## src/rtl/adder_share_arb_if.sv

```systemverilog
// Requester/adder/response bundle for the shared-adder arbiter.
// slave = arbiter side, master = requesters + adder + response consumer.
interface adder_share_arb_if #(
  parameter int N_REQ = 4,
  parameter int ID_W  = 2
);
  logic [N_REQ-1:0]         req;
  logic [N_REQ-1:0][31:0]   req_a;
  logic [N_REQ-1:0][31:0]   req_b;
  logic [N_REQ-1:0]         req_cin;
  logic                     flush;
  logic [N_REQ-1:0]         gnt;
  logic [31:0]              add_a;
  logic [31:0]              add_b;
  logic                     add_cin;
  logic [31:0]              add_s;
  logic                     add_cout;
  logic                     rsp_valid;
  logic [ID_W-1:0]          rsp_id;
  logic [31:0]              rsp_sum;
  logic                     rsp_cout;

  modport slave (
    input  req, req_a, req_b, req_cin, flush, add_s, add_cout,
    output gnt, add_a, add_b, add_cin, rsp_valid, rsp_id, rsp_sum, rsp_cout
  );

  modport master (
    output req, req_a, req_b, req_cin, flush, add_s, add_cout,
    input  gnt, add_a, add_b, add_cin, rsp_valid, rsp_id, rsp_sum, rsp_cout
  );
endinterface

```

## src/rtl/adder_share_arb.sv

```systemverilog
// Round-robin front end for one shared fixed-latency prefix adder: grants one
// requester per cycle, registers its operands, and tags the result with its ID.
module adder_share_arb #(
  parameter int N_REQ     = 4,
  parameter int ADDER_LAT = 5,
  parameter int ID_W      = 2
) (
  input  logic              clk_i,
  input  logic              rst_i,
  adder_share_arb_if.slave  bus
);

  logic [ID_W-1:0]                 ptr_q, ptr_d;
  logic                            gnt_any;
  logic [ID_W-1:0]                 gnt_idx;
  logic [N_REQ-1:0]                gnt_vec;
  int                              cand;

  logic [31:0]                     add_a_q, add_b_q;
  logic                            add_cin_q;
  // Index 0 is the issue stage (operands in the adder), index ADDER_LAT is the response.
  logic [ADDER_LAT:0]              vld_pipe_q;
  logic [ADDER_LAT:0][ID_W-1:0]    id_pipe_q;

  // First asserted request at or after ptr, wrapping; reset and flush block grants.
  always_comb begin
    gnt_any = 1'b0;
    gnt_idx = '0;
    gnt_vec = '0;
    cand    = 0;
    if (!rst_i && !bus.flush) begin
      for (int off = 0; off < N_REQ; off++) begin
        cand = (int'(ptr_q) + off) % N_REQ;
        if (!gnt_any && bus.req[cand]) begin
          gnt_any = 1'b1;
          gnt_idx = ID_W'(cand);
        end
      end
      if (gnt_any) gnt_vec[gnt_idx] = 1'b1;
    end
  end

  always_comb begin
    ptr_d = ptr_q;
    if (gnt_any) ptr_d = (gnt_idx == ID_W'(N_REQ-1)) ? '0 : gnt_idx + ID_W'(1);
  end

  always_ff @(posedge clk_i or posedge rst_i) begin
    if (rst_i) begin
      ptr_q      <= '0;
      add_a_q    <= '0;
      add_b_q    <= '0;
      add_cin_q  <= 1'b0;
      vld_pipe_q <= '0;
      id_pipe_q  <= '0;
    end else begin
      ptr_q <= ptr_d;
      if (gnt_any) begin
        add_a_q   <= bus.req_a[gnt_idx];
        add_b_q   <= bus.req_b[gnt_idx];
        add_cin_q <= bus.req_cin[gnt_idx];
      end
      // The adder never stalls, so tags advance every cycle; flush only kills valids.
      if (bus.flush) vld_pipe_q <= '0;
      else           vld_pipe_q <= {vld_pipe_q[ADDER_LAT-1:0], gnt_any};
      id_pipe_q <= {id_pipe_q[ADDER_LAT-1:0], gnt_idx};
    end
  end

  assign bus.gnt       = gnt_vec;
  assign bus.add_a     = add_a_q;
  assign bus.add_b     = add_b_q;
  assign bus.add_cin   = add_cin_q;
  assign bus.rsp_valid = vld_pipe_q[ADDER_LAT];
  assign bus.rsp_id    = id_pipe_q[ADDER_LAT];
  assign bus.rsp_sum   = bus.add_s;
  assign bus.rsp_cout  = bus.add_cout;

endmodule

```

## src/flat_wrapper.sv

```systemverilog
// flat-port wrapper written by rule: the top's interface ports become plain ports
module adder_share_arb_flat 
#(
  parameter int N_REQ     = 4,
  parameter int ADDER_LAT = 5,
  parameter int ID_W      = 2
)
  (clk_i, rst_i, bus_req, bus_req_a, bus_req_b, bus_req_cin, bus_flush, bus_add_s, bus_add_cout, bus_gnt, bus_add_a, bus_add_b, bus_add_cin, bus_rsp_valid, bus_rsp_id, bus_rsp_sum, bus_rsp_cout);
  adder_share_arb_if #(.N_REQ(N_REQ), .ID_W(ID_W)) bus_i ();
  input  logic clk_i;
  input  logic rst_i;
  input wire logic [$bits(bus_i.req)-1:0] bus_req;
  input wire logic [$bits(bus_i.req_a)-1:0] bus_req_a;
  input wire logic [$bits(bus_i.req_b)-1:0] bus_req_b;
  input wire logic [$bits(bus_i.req_cin)-1:0] bus_req_cin;
  input wire logic [$bits(bus_i.flush)-1:0] bus_flush;
  input wire logic [$bits(bus_i.add_s)-1:0] bus_add_s;
  input wire logic [$bits(bus_i.add_cout)-1:0] bus_add_cout;
  output wire logic [$bits(bus_i.gnt)-1:0] bus_gnt;
  output wire logic [$bits(bus_i.add_a)-1:0] bus_add_a;
  output wire logic [$bits(bus_i.add_b)-1:0] bus_add_b;
  output wire logic [$bits(bus_i.add_cin)-1:0] bus_add_cin;
  output wire logic [$bits(bus_i.rsp_valid)-1:0] bus_rsp_valid;
  output wire logic [$bits(bus_i.rsp_id)-1:0] bus_rsp_id;
  output wire logic [$bits(bus_i.rsp_sum)-1:0] bus_rsp_sum;
  output wire logic [$bits(bus_i.rsp_cout)-1:0] bus_rsp_cout;
  assign bus_i.req = bus_req;
  assign bus_i.req_a = bus_req_a;
  assign bus_i.req_b = bus_req_b;
  assign bus_i.req_cin = bus_req_cin;
  assign bus_i.flush = bus_flush;
  assign bus_i.add_s = bus_add_s;
  assign bus_i.add_cout = bus_add_cout;
  assign bus_gnt = bus_i.gnt;
  assign bus_add_a = bus_i.add_a;
  assign bus_add_b = bus_i.add_b;
  assign bus_add_cin = bus_i.add_cin;
  assign bus_rsp_valid = bus_i.rsp_valid;
  assign bus_rsp_id = bus_i.rsp_id;
  assign bus_rsp_sum = bus_i.rsp_sum;
  assign bus_rsp_cout = bus_i.rsp_cout;
  adder_share_arb #(.N_REQ(N_REQ), .ADDER_LAT(ADDER_LAT), .ID_W(ID_W)) u_core (.clk_i(clk_i), .rst_i(rst_i), .bus(bus_i));
endmodule
```

## config.mk

```make
export PLATFORM = sky130hd
export DESIGN_NAME = adder_share_arb_flat
export DESIGN_NICKNAME = d
export VERILOG_FILES = /design/src/rtl/adder_share_arb_if.sv /design/src/rtl/adder_share_arb.sv /design/src/flat_wrapper.sv
export SDC_FILE = /design/constraint.sdc
export NUM_CORES = 1
export LEC_CHECK = 0
export CORE_AREA = 2 2 158 160
export DETAILED_ROUTE_END_ITERATION = 6
export DIE_AREA = 0 0 160 162
export PLACE_DENSITY = 0.59
export SETUP_SLACK_MARGIN = 0.4
export SYNTH_ARGS = -nofsm -noshare
export SYNTH_HDL_FRONTEND = slang
export SYNTH_SLANG_ARGS = --single-unit
```

## constraint.sdc

```tcl
create_clock -name clk_i -period 2.9 [get_ports clk_i]
set_input_delay 0.58 -clock clk_i [delete_from_list [all_inputs] [get_ports clk_i]]
set_output_delay 0.58 -clock clk_i [all_outputs]
set_load 0.03 [all_outputs]
```

Yosys cells after proc, flatten, opt, wreduce, memory -nomap -nowiden. Index checks and enable logic that the tools add are counted.

Eq/ne operators: 1. Add/subtract/negate cells: 4. Reductions and logical operators: 13. Bitwise operators: 3. Multiplexer cells: 38. $lt $le $gt $ge: 7.

Operator list (number): 32-bit binary-select mux with 2-bit select (2); 32-bit two-way mux (2); 1-bit two-way mux (18); 2-bit two-way mux (7); 3-bit by 4-bit < comparator with 1-bit output (second input constant) (3); 1-bit binary-select mux with 2-bit select (5); 2-bit by 3-bit < comparator with 1-bit output (second input constant) (3); 4-bit two-way mux (2); 6-bit two-way mux (1); 2-bit OR reduction (3); 1-bit logical AND (5); 1-bit logical NOT (5); 2-bit by 1-bit adder with 2-bit output (second input constant) (2); 2-bit adder (second input constant) (2); 1-bit AND (first input constant) (3); 1-bit demux with 2-bit select (1); 2-bit equality test (second input constant) (1); 2-bit by 1-bit greater-or-equal comparator with 1-bit output (second input constant) (1).

Bits of input ports: 300. Output and inout bits: 105. Register bits: 85. Logic and storage cells: 77.

Logic depth before layout (Yosys ltp). Gate-level depths: netlist of run 1.

Depth in word-level cells: 23. Mapped depth: 8. Gate-level depth less buffers: 5.

Least setup slack after synthesis of run 1. No wires, ideal clock.

Path type: input to output. Start point: input port bus_req[1]. End point: output port bus_gnt[2]. Data arrival time: 2.203 ns. Required time: 2.320 ns. Setup slack: 0.117 ns. Cell stages on the path: 6. Path through: or3b_1 -> o221a_2 -> buf_2 -> buf_6 -> buf_2 -> nor3_1.

Cells in the longest elaborated chain, start to end: 22. Elaborated cells on any way between the ends: 37. Classes of those cells: 2 x order compare; 28 x mux; 7 x reduce/logical.

RTL lines: start, declared (RTL line flat_wrapper.sv:12) `input wire logic [$bits(bus_i.req)-1:0] bus_req;`; 1-bit binary-select mux with 2-bit select (RTL line adder_share_arb.sv:34) `if (!gnt_any && bus.req[cand]) begin`; 1-bit two-way mux (implied by the code) (RTL line adder_share_arb.sv:34); 1-bit two-way mux (RTL line adder_share_arb.sv:34); 1-bit two-way mux (RTL line adder_share_arb.sv:31) `if (!rst_i && !bus.flush) begin`; 1-bit logical NOT (RTL line adder_share_arb.sv:34); 1-bit logical AND (RTL line adder_share_arb.sv:34); 1-bit two-way mux (RTL line adder_share_arb.sv:34); 1-bit two-way mux (RTL line adder_share_arb.sv:31); [6 not listed]; 2-bit two-way mux (RTL line adder_share_arb.sv:34); 2-bit two-way mux (RTL line adder_share_arb.sv:31); 2-bit by 3-bit < comparator with 1-bit output (implied by the code) / 2-bit by 1-bit greater-or-equal comparator with 1-bit output (equally long branches) (RTL line adder_share_arb.sv:39) `if (gnt_any) gnt_vec[gnt_idx] = 1'b1;`; 1-bit logical AND (implied by the code) (RTL line adder_share_arb.sv:39); 1-bit two-way mux (implied by the code) (RTL line adder_share_arb.sv:39); 1-bit demux with 2-bit select; 4-bit two-way mux * (RTL line adder_share_arb.sv:39); 4-bit two-way mux * (RTL line adder_share_arb.sv:31); end, declared (RTL line flat_wrapper.sv:19) `output wire logic [$bits(bus_i.gnt)-1:0] bus_gnt;`.

Mark *: on every way between the ends. The rest lies on a longest branch, timed or not. The select of a mux whose other input is x is not followed.

Worst setup path after layout of run 1.
Start point: input port bus_req[0]. End point: output port bus_gnt[0].

The elaborated chain is that of the path after synthesis.

==> results.ini, run 1 <==
[run_status]
status=finished clean

[worst_setup_path]
reg2reg_slack_ns=0.81
crit_path_max_fanout=5
startpoint_type=input port
crit_arrival_ns=1.84
reg2reg_depth=6
required_ns=2.32
worstReg2RegStart=u_core.ptr_q[1]$_DFFE_PP0P_
crit_path_end_kind=output pin
reg2reg_to=u_core.bus.add_a[15]$_DFFE_PP0P_
path_class=input port to output pin

[routing]
drtIter0Drc=418
vias_per_cell=4.669
drtPass1Iterations=4
via_count=5944
met2_wirelength_mm=10.83
drtAntennaViolNets=0
dr.max_layer_used=met4
totalWireLength_mm=22.07
drc_errors=0
wire_per_inst_um=17.34
drt-met1-wl_mm=8.743
met3WireLength_mm=1.644

[floorplan]
rows=57
die_h_um=162
core-area_sq_um=24110
num_io_pins=405
start_util_pct=21.46
die-area_sq_um=25920
die_width_um=160

[yosys]
syn_area_sq_um=5174
yosysSeqAreaShare_pct=41.11
synth.distinct_cells=28
synth_edf_count=0
postSynth.asyncResetShare_pct=100.0
avgSynthCellArea_sq_um=7.768
ys_ff_latch=85
synth_nets=966
synth_top_cell_by_area=dfrtp_1
synth_flop_cell=dfrtp_1
netlist_instances=666
synthTopCellsByArea=dfrtp_1 41%, nand2_1 14%, a311oi_1 10%, and3_1 7.9%, nand3_1 6.3%
yosysWarnings=0
synth_most_common_cell=nand2_1
synth_common_cells=199 x nand2_1, 85 x dfrtp_1, 68 x nor2_1, 65 x and3_1, 65 x nand3_1
synth.top_cell.area_share_pct=41.11

[final_layout]
ff_latch_area_sq_um=2127
post_route_cells_drive_above_1_share_pct=6.217
diodes=0
design_area_sq_um=9055
syn_to_final_growth_pct=75.02
multi_input_comb_area_sq_um=2564
fillers=2577
layout.nets=1244

[clocking]
cts_tree=built
cts_made_buffers=9
cts_buffer_depth=2
path_clk_slew_ns=0.07
clkLatencyLatePin_ns=0.34
htree_num_levels=3
cts_num_sinks=85
cts-root-buf=clkbuf_16
cts_hold_buffers=0

[timing]
period_share_pct=83.35
final-setup-viol-count=0
rsz0062_at_grt=no
period_needed_ns=2.417
setup_slack_ns=0.4828
fmaxAchievable_mhz=413.7
slew_headroom_pct=53.12
hold_viol=0
maxSlewViolCount=0
tightest_slew_ns=0.7032
clock_skew_ns=0.006632
tns_ns=0

[grt]
grt_usage_pct=16.41
grt_antenna_before_repair=0
first_global_vias=6019
grt.overflow.total=0
grt_max_degree=68
grt_pass1_wl_mm=33.33

[power_and_ir_drop]
p_leak_nw=3.750
vdd_drop_max_mv=0.3187
power_mw=6.062
power_density_nw_per_um2=669.5

[min_path]
min_from=u_core.id_pipe_q[1]$_DFF_PP0_
holdPathEnd=u_core.id_pipe_q[3]$_DFF_PP0_
hold_depth=0
min_path_type=flip-flop to flip-flop

[placed_design]
postPlaceCellArea_sq_um=8720
dp_slack_ns=0.2293
port_buffers=338
globalplace.congestion=0.7995
dpl.hpwl_mm=15.97

[job]
drv_cap=0

==> metal layers <==
| layer | global-route usage, % | vias up |
|---|---|---|
| li1 | - | 2819 |
| met3 | 3.779 | 46 |
| met4 | 8.313 | 0 |
| met5 | 0 | - |
| met2 | 28.98 | 275 |
| met1 | 18.63 | 2804 |
==> report_power, final <==
part	internal (mW)	switching, mW	total [mW]
Sequential	1.53	0.214	1.74
Combinational	1.36	1.70	3.06
Clock	0.708	0.551	1.26
==> cells in the final DEF, fill, tap and decap left out, types with 2 or more instances in the layout <==
cell and count:
clkdlybuf4s50_1 329, nand2_1 198, dfrtp_1 85, nand3_1 65
and3_1 65, nor2_1 65, a311oi_1 61, buf_4 17
clkbuf_16 9, buf_12 8, nor2b_1 7, dlygate4sd2_1 5
a311oi_2 4, nor2_4 2, inv_1 2, inv_6 2
clkinv_4 2
==> cells by family after synthesis <==
logic type	Yosys count	share of synthesized area [%]
AOI/OAI and AO/OA	74	12.87
xor gates and xnor gates	1	0.1693
buffers and inverters	96	10.67
DFF	85	41.11
muxes	1	0.1935
and+or+nand+nor	409	34.99
==> worst max-delay path: stages <==
cell and delay (ns):
dlygate4sd2_1 0.31, nand2_1 0.08, a221o_1 0.40, a21oi_4 0.18, and2_1 0.13, buf_4 0.15
==> sequential cells by signal (all words and copies together), names as in the netlist <==
signal	flops
u_core.bus.add_b	32
u_core.id_pipe_q	10
u_core.vld_pipe_q	6
u_core.bus.add_a	32
u_core.bus.add_cin	1
u_core.bus.rsp_id	2
u_core.ptr_q	2
==> final cells by class <==
type	count	share of cell area, %
well taps	324	4.477
flip-flops and latches	85	23.49
clock buffers	10	2.639
inverters	4	0.2073
repair buffers	359	40.03
clock inverters	6	0.8429
multi-input cells	485	28.31
==> what timing repair did <==
item,in CTS,in global routing
resized for setup,9,0
setup endpoints to repair,4,0
buffers inserted,2,0
==> metrics by stage <==
| step | cells | utilization, % | hold WS, ns |
|---|---|---|---|
| floorplan | 666 | - | 0.3312 |
| global placement | 1255 | 36.17 | 0.3322 |
| detailed placement | 1255 | 36.17 | 0.3347 |
| CTS | 1273 | 37.56 | 0.3438 |
| global route | 1273 | 37.56 | 0.3603 |
| finish | 1273 | 37.56 | 0.3424 |
==> how the worst max path moves through the flow <==
| stage | start | depth (start not counted) | end |
|---|---|---|---|
| after floorplan | bus_req[1] | 6 | bus_gnt[2] |
| after global placement | bus_req[2] | 6 | bus_gnt[0] |
| after detailed placement | bus_req[2] | 6 | bus_gnt[1] |
| after CTS | rst_i | 6 | bus_gnt[0] |
| after global routing | u_core.ptr_q[1]$_DFFE_PP0P_ | 5 | bus_gnt[1] |
| final | bus_req[0] | 6 | bus_gnt[0] |
(Power assumes the default switching activity.)
==> inputs of run 2 (changes only) <==
--- a/config.mk
+++ b/config.mk
@@ -5,9 +5,9 @@
 export SDC_FILE = /design/constraint.sdc
 export NUM_CORES = 1
 export LEC_CHECK = 0
-export CORE_AREA = 2 2 158 160
+export CORE_AREA = 2 2 155 157
 export DETAILED_ROUTE_END_ITERATION = 6
-export DIE_AREA = 0 0 160 162
+export DIE_AREA = 0 0 157 159
 export PLACE_DENSITY = 0.59
 export SETUP_SLACK_MARGIN = 0.4
 export SYNTH_ARGS = -nofsm -noshare
==> constraint.sdc (replaced) <==
create_clock -name clk_i -period 2.3 [get_ports clk_i]
set_input_delay 0.46 -clock clk_i [delete_from_list [all_inputs] [get_ports clk_i]]
set_output_delay 0.46 -clock clk_i [all_outputs]
set_load 0.03 [all_outputs]
==> run 2 against run 1 <==
  * Sequential power up 26%
  * Sequential share of layout area shrank 3.3 points
  * Count of clock-buffer cells in the layout down 1
  * Utilization rose by 8.0 points
  * Worst setup slack worse by 0.37 ns
  * Routed wire length increased by 20%
  * Hold slack lost 0.0057 ns
  * Power up 48%
  * Final cell count rose by 4.9%
  * Clock skew increased by 0.0052 ns
  * Design area rose by 17%
  * Register-to-register slack worse by 0.62 ns
  * Highest routed layer unchanged
==> results.ini, run 2 (synthesized netlist as in run 1, its figures left out) <==
[final_layout]
syn_to_final_growth_pct=104.1
final_common_cell=clkdlybuf4s50_1
final_core_util_pct=45.52
multi_input_comb_area_sq_um=3017
final_cell_mix=305 x clkdlybuf4s50_1, 187 x nand2_1, 83 x dfrtp_1
diodes=0
ff_latch_area_sq_um=2130
post_route_cells_drive_above_1_share_pct=19.88
fillers=2257
layout.nets=1311

[timing]
period_share_pct=95.09
holdWs_ns=0.3367
period_needed_ns=2.187
hold_viol=0
final-setup-viol-count=0
maxSlewViolCount=0
fmaxAchievable_mhz=457.2
rsz0062_at_grt=yes
tightest_slew_ns=0.3740
slew_headroom_pct=74.99
clock_skew_ns=0.01179

[routing]
drc_errors=0
wire_per_inst_um=19.79
drtAntennaViolNets=0
vias_per_cell=4.853
via_count=6479
drtPass1Iterations=5
drtIter0Drc=386
totalWireLength_mm=26.42

[clocking]
cts-root-buf=clkbuf_16
cts_hold_buffers=0
cts_made_buffers=9
htree_num_levels=3
clkLatencyLatePin_ns=0.35
cts_tree=built
cts_num_sinks=85
cts_buffer_depth=2
path_clk_slew_ns=0.08

[worst_setup_path]
path_class=flip-flop to output pin
startpoint_type=flip-flop
cpPeakStageDelay_ns=0.46
critPathSlowestCell=dfrtp_2
path_delay_family=compound AO/OA/AOI/OAI gates
crit_path_max_fanout=6
required_ns=1.84
crit_path_end_kind=output pin
crit_chain=buf_4 -> a21boi_2 -> o221a_4 -> nand2_4 -> a21oi_4 -> buf_6
path_buf_inv=2
crit_arrival_ns=1.73

[placed_design]
globalplace.congestion=0.8428
dpl.hpwl_mm=16.67
port_buffers=338

[grt]
grt_use_met3_pct=5.171
first_global_vias=6445
met2_usage_pct=33.33
grt.overflow.total=0
grt-busiest-layer=met2
grt_util_met1_pct=21.73
grt_max_degree=62
grt_usage_pct=19.24
grt_antenna_before_repair=0
grt_pass1_wl_mm=36.60

[floorplan]
core-area_sq_um=23190
die-area_sq_um=24960
start_util_pct=22.31
rows=56
die_width_um=157
num_io_pins=405
die_h_um=159

[power_and_ir_drop]
power_switching_share_pct=40.89
power_density_nw_per_um2=851.7
intPower_mw=5.315
switchingPower_mw=3.677
p_leak_nw=4.487
clkPwrFrac_pct=16.0
vdd_drop_max_mv=0.3274
power_mw=8.992
comb_power_share_pct=59.6
seqPwrFrac_pct=24.4

[run_status]
status=finished clean

[min_path]
min_path_type=flip-flop to flip-flop

[job]
drv_cap=0

-- run 2: cell types whose count changed in the layout (fill, tap and decap cells not counted), sizes merged, moves of 5 or more --
cell / before / now
dlygate4sd2: 5 / 13
buf: 25 / 85
dlymetal6s2s: 0 / 15
clkbuf: 10 / 15
clkdlybuf4s50: 329 / 305
-- run 2: layout make-up --
| class | count | area share, % |
|---|---|---|
| multi-input combinational | 485 | 28.57 |
| sequential | 85 | 20.17 |
| tap | 319 | 3.781 |
| clock inverter | 7 | 0.5096 |
| timing repair buffer | 426 | 44.66 |
| inverter | 4 | 0.1778 |
| clock buffer | 9 | 2.133 |
-- run 2: routing by layer --
metal,wire [um],vias to the layer above
li1,-,2971
met1,10270,3111
met2,13100,327
met3,2036,70
met4,1022,0
met5,0,-
-- run 2: what timing repair did --
action                     CTS  global route
buffers inserted            15            10
setup endpoints to repair   78            85
cloned                      11             7
gates resized for setup     63            94
pin swaps                   10            30
-- run 2: worst paths after layout --
kind / startpoint / end / slack (ns) / cells past startpoint
worst min-delay path: u_core.id_pipe_q[3]$_DFF_PP0_ / u_core.id_pipe_q[5]$_DFF_PP0_ / 0.34 / 0
worst max register to register: u_core.ptr_q[1]$_DFFE_PP0P_ / u_core.bus.add_a[20]$_DFFE_PP0P_ / 0.19 / 10
worst min register to register: u_core.id_pipe_q[3]$_DFF_PP0_ / u_core.id_pipe_q[5]$_DFF_PP0_ / 0.34 / 0
min in group asynchronous: rst_i / u_core.id_pipe_q[7]$_DFF_PP0_ / 0.71 / 4
max in group asynchronous: rst_i / u_core.bus.add_b[31]$_DFFE_PP0P_ / 1.25 / 4
worst max-delay path: u_core.ptr_q[1]$_DFFE_PP0P_ / bus_gnt[1] / 0.11 / 6
-- run 2: power groups by stage --
stage / logic [mW] / clock network (mW) / registers, mW
2_1_floorplan: 1.44 / 0 / 3.00
3_3_place_gp: 4.03 / 0 / 2.21
3_5_place_dp: 4.05 / 0 / 2.22
4_1_cts: 4.84 / 1.50 / 2.20
5_1_grt: 5.62 / 1.56 / 2.25
6_report: 5.36 / 1.44 / 2.20
-- run 2: metrics by stage --
stage | std cells | setup TNS, ns | cell area, sq um | worst slack (ns)
after floorplan | 666 | 0 | 5249 | 0.2303
after global placement | 1276 | -11.44 | 8994 | -0.2281
after detailed placement | 1276 | -13.16 | 8994 | -0.2608
after CTS | 1318 | 0 | 9917 | 0.1090
after global routing | 1335 | 0 | 10560 | 0.04948
final | 1335 | 0 | 10560 | 0.1130
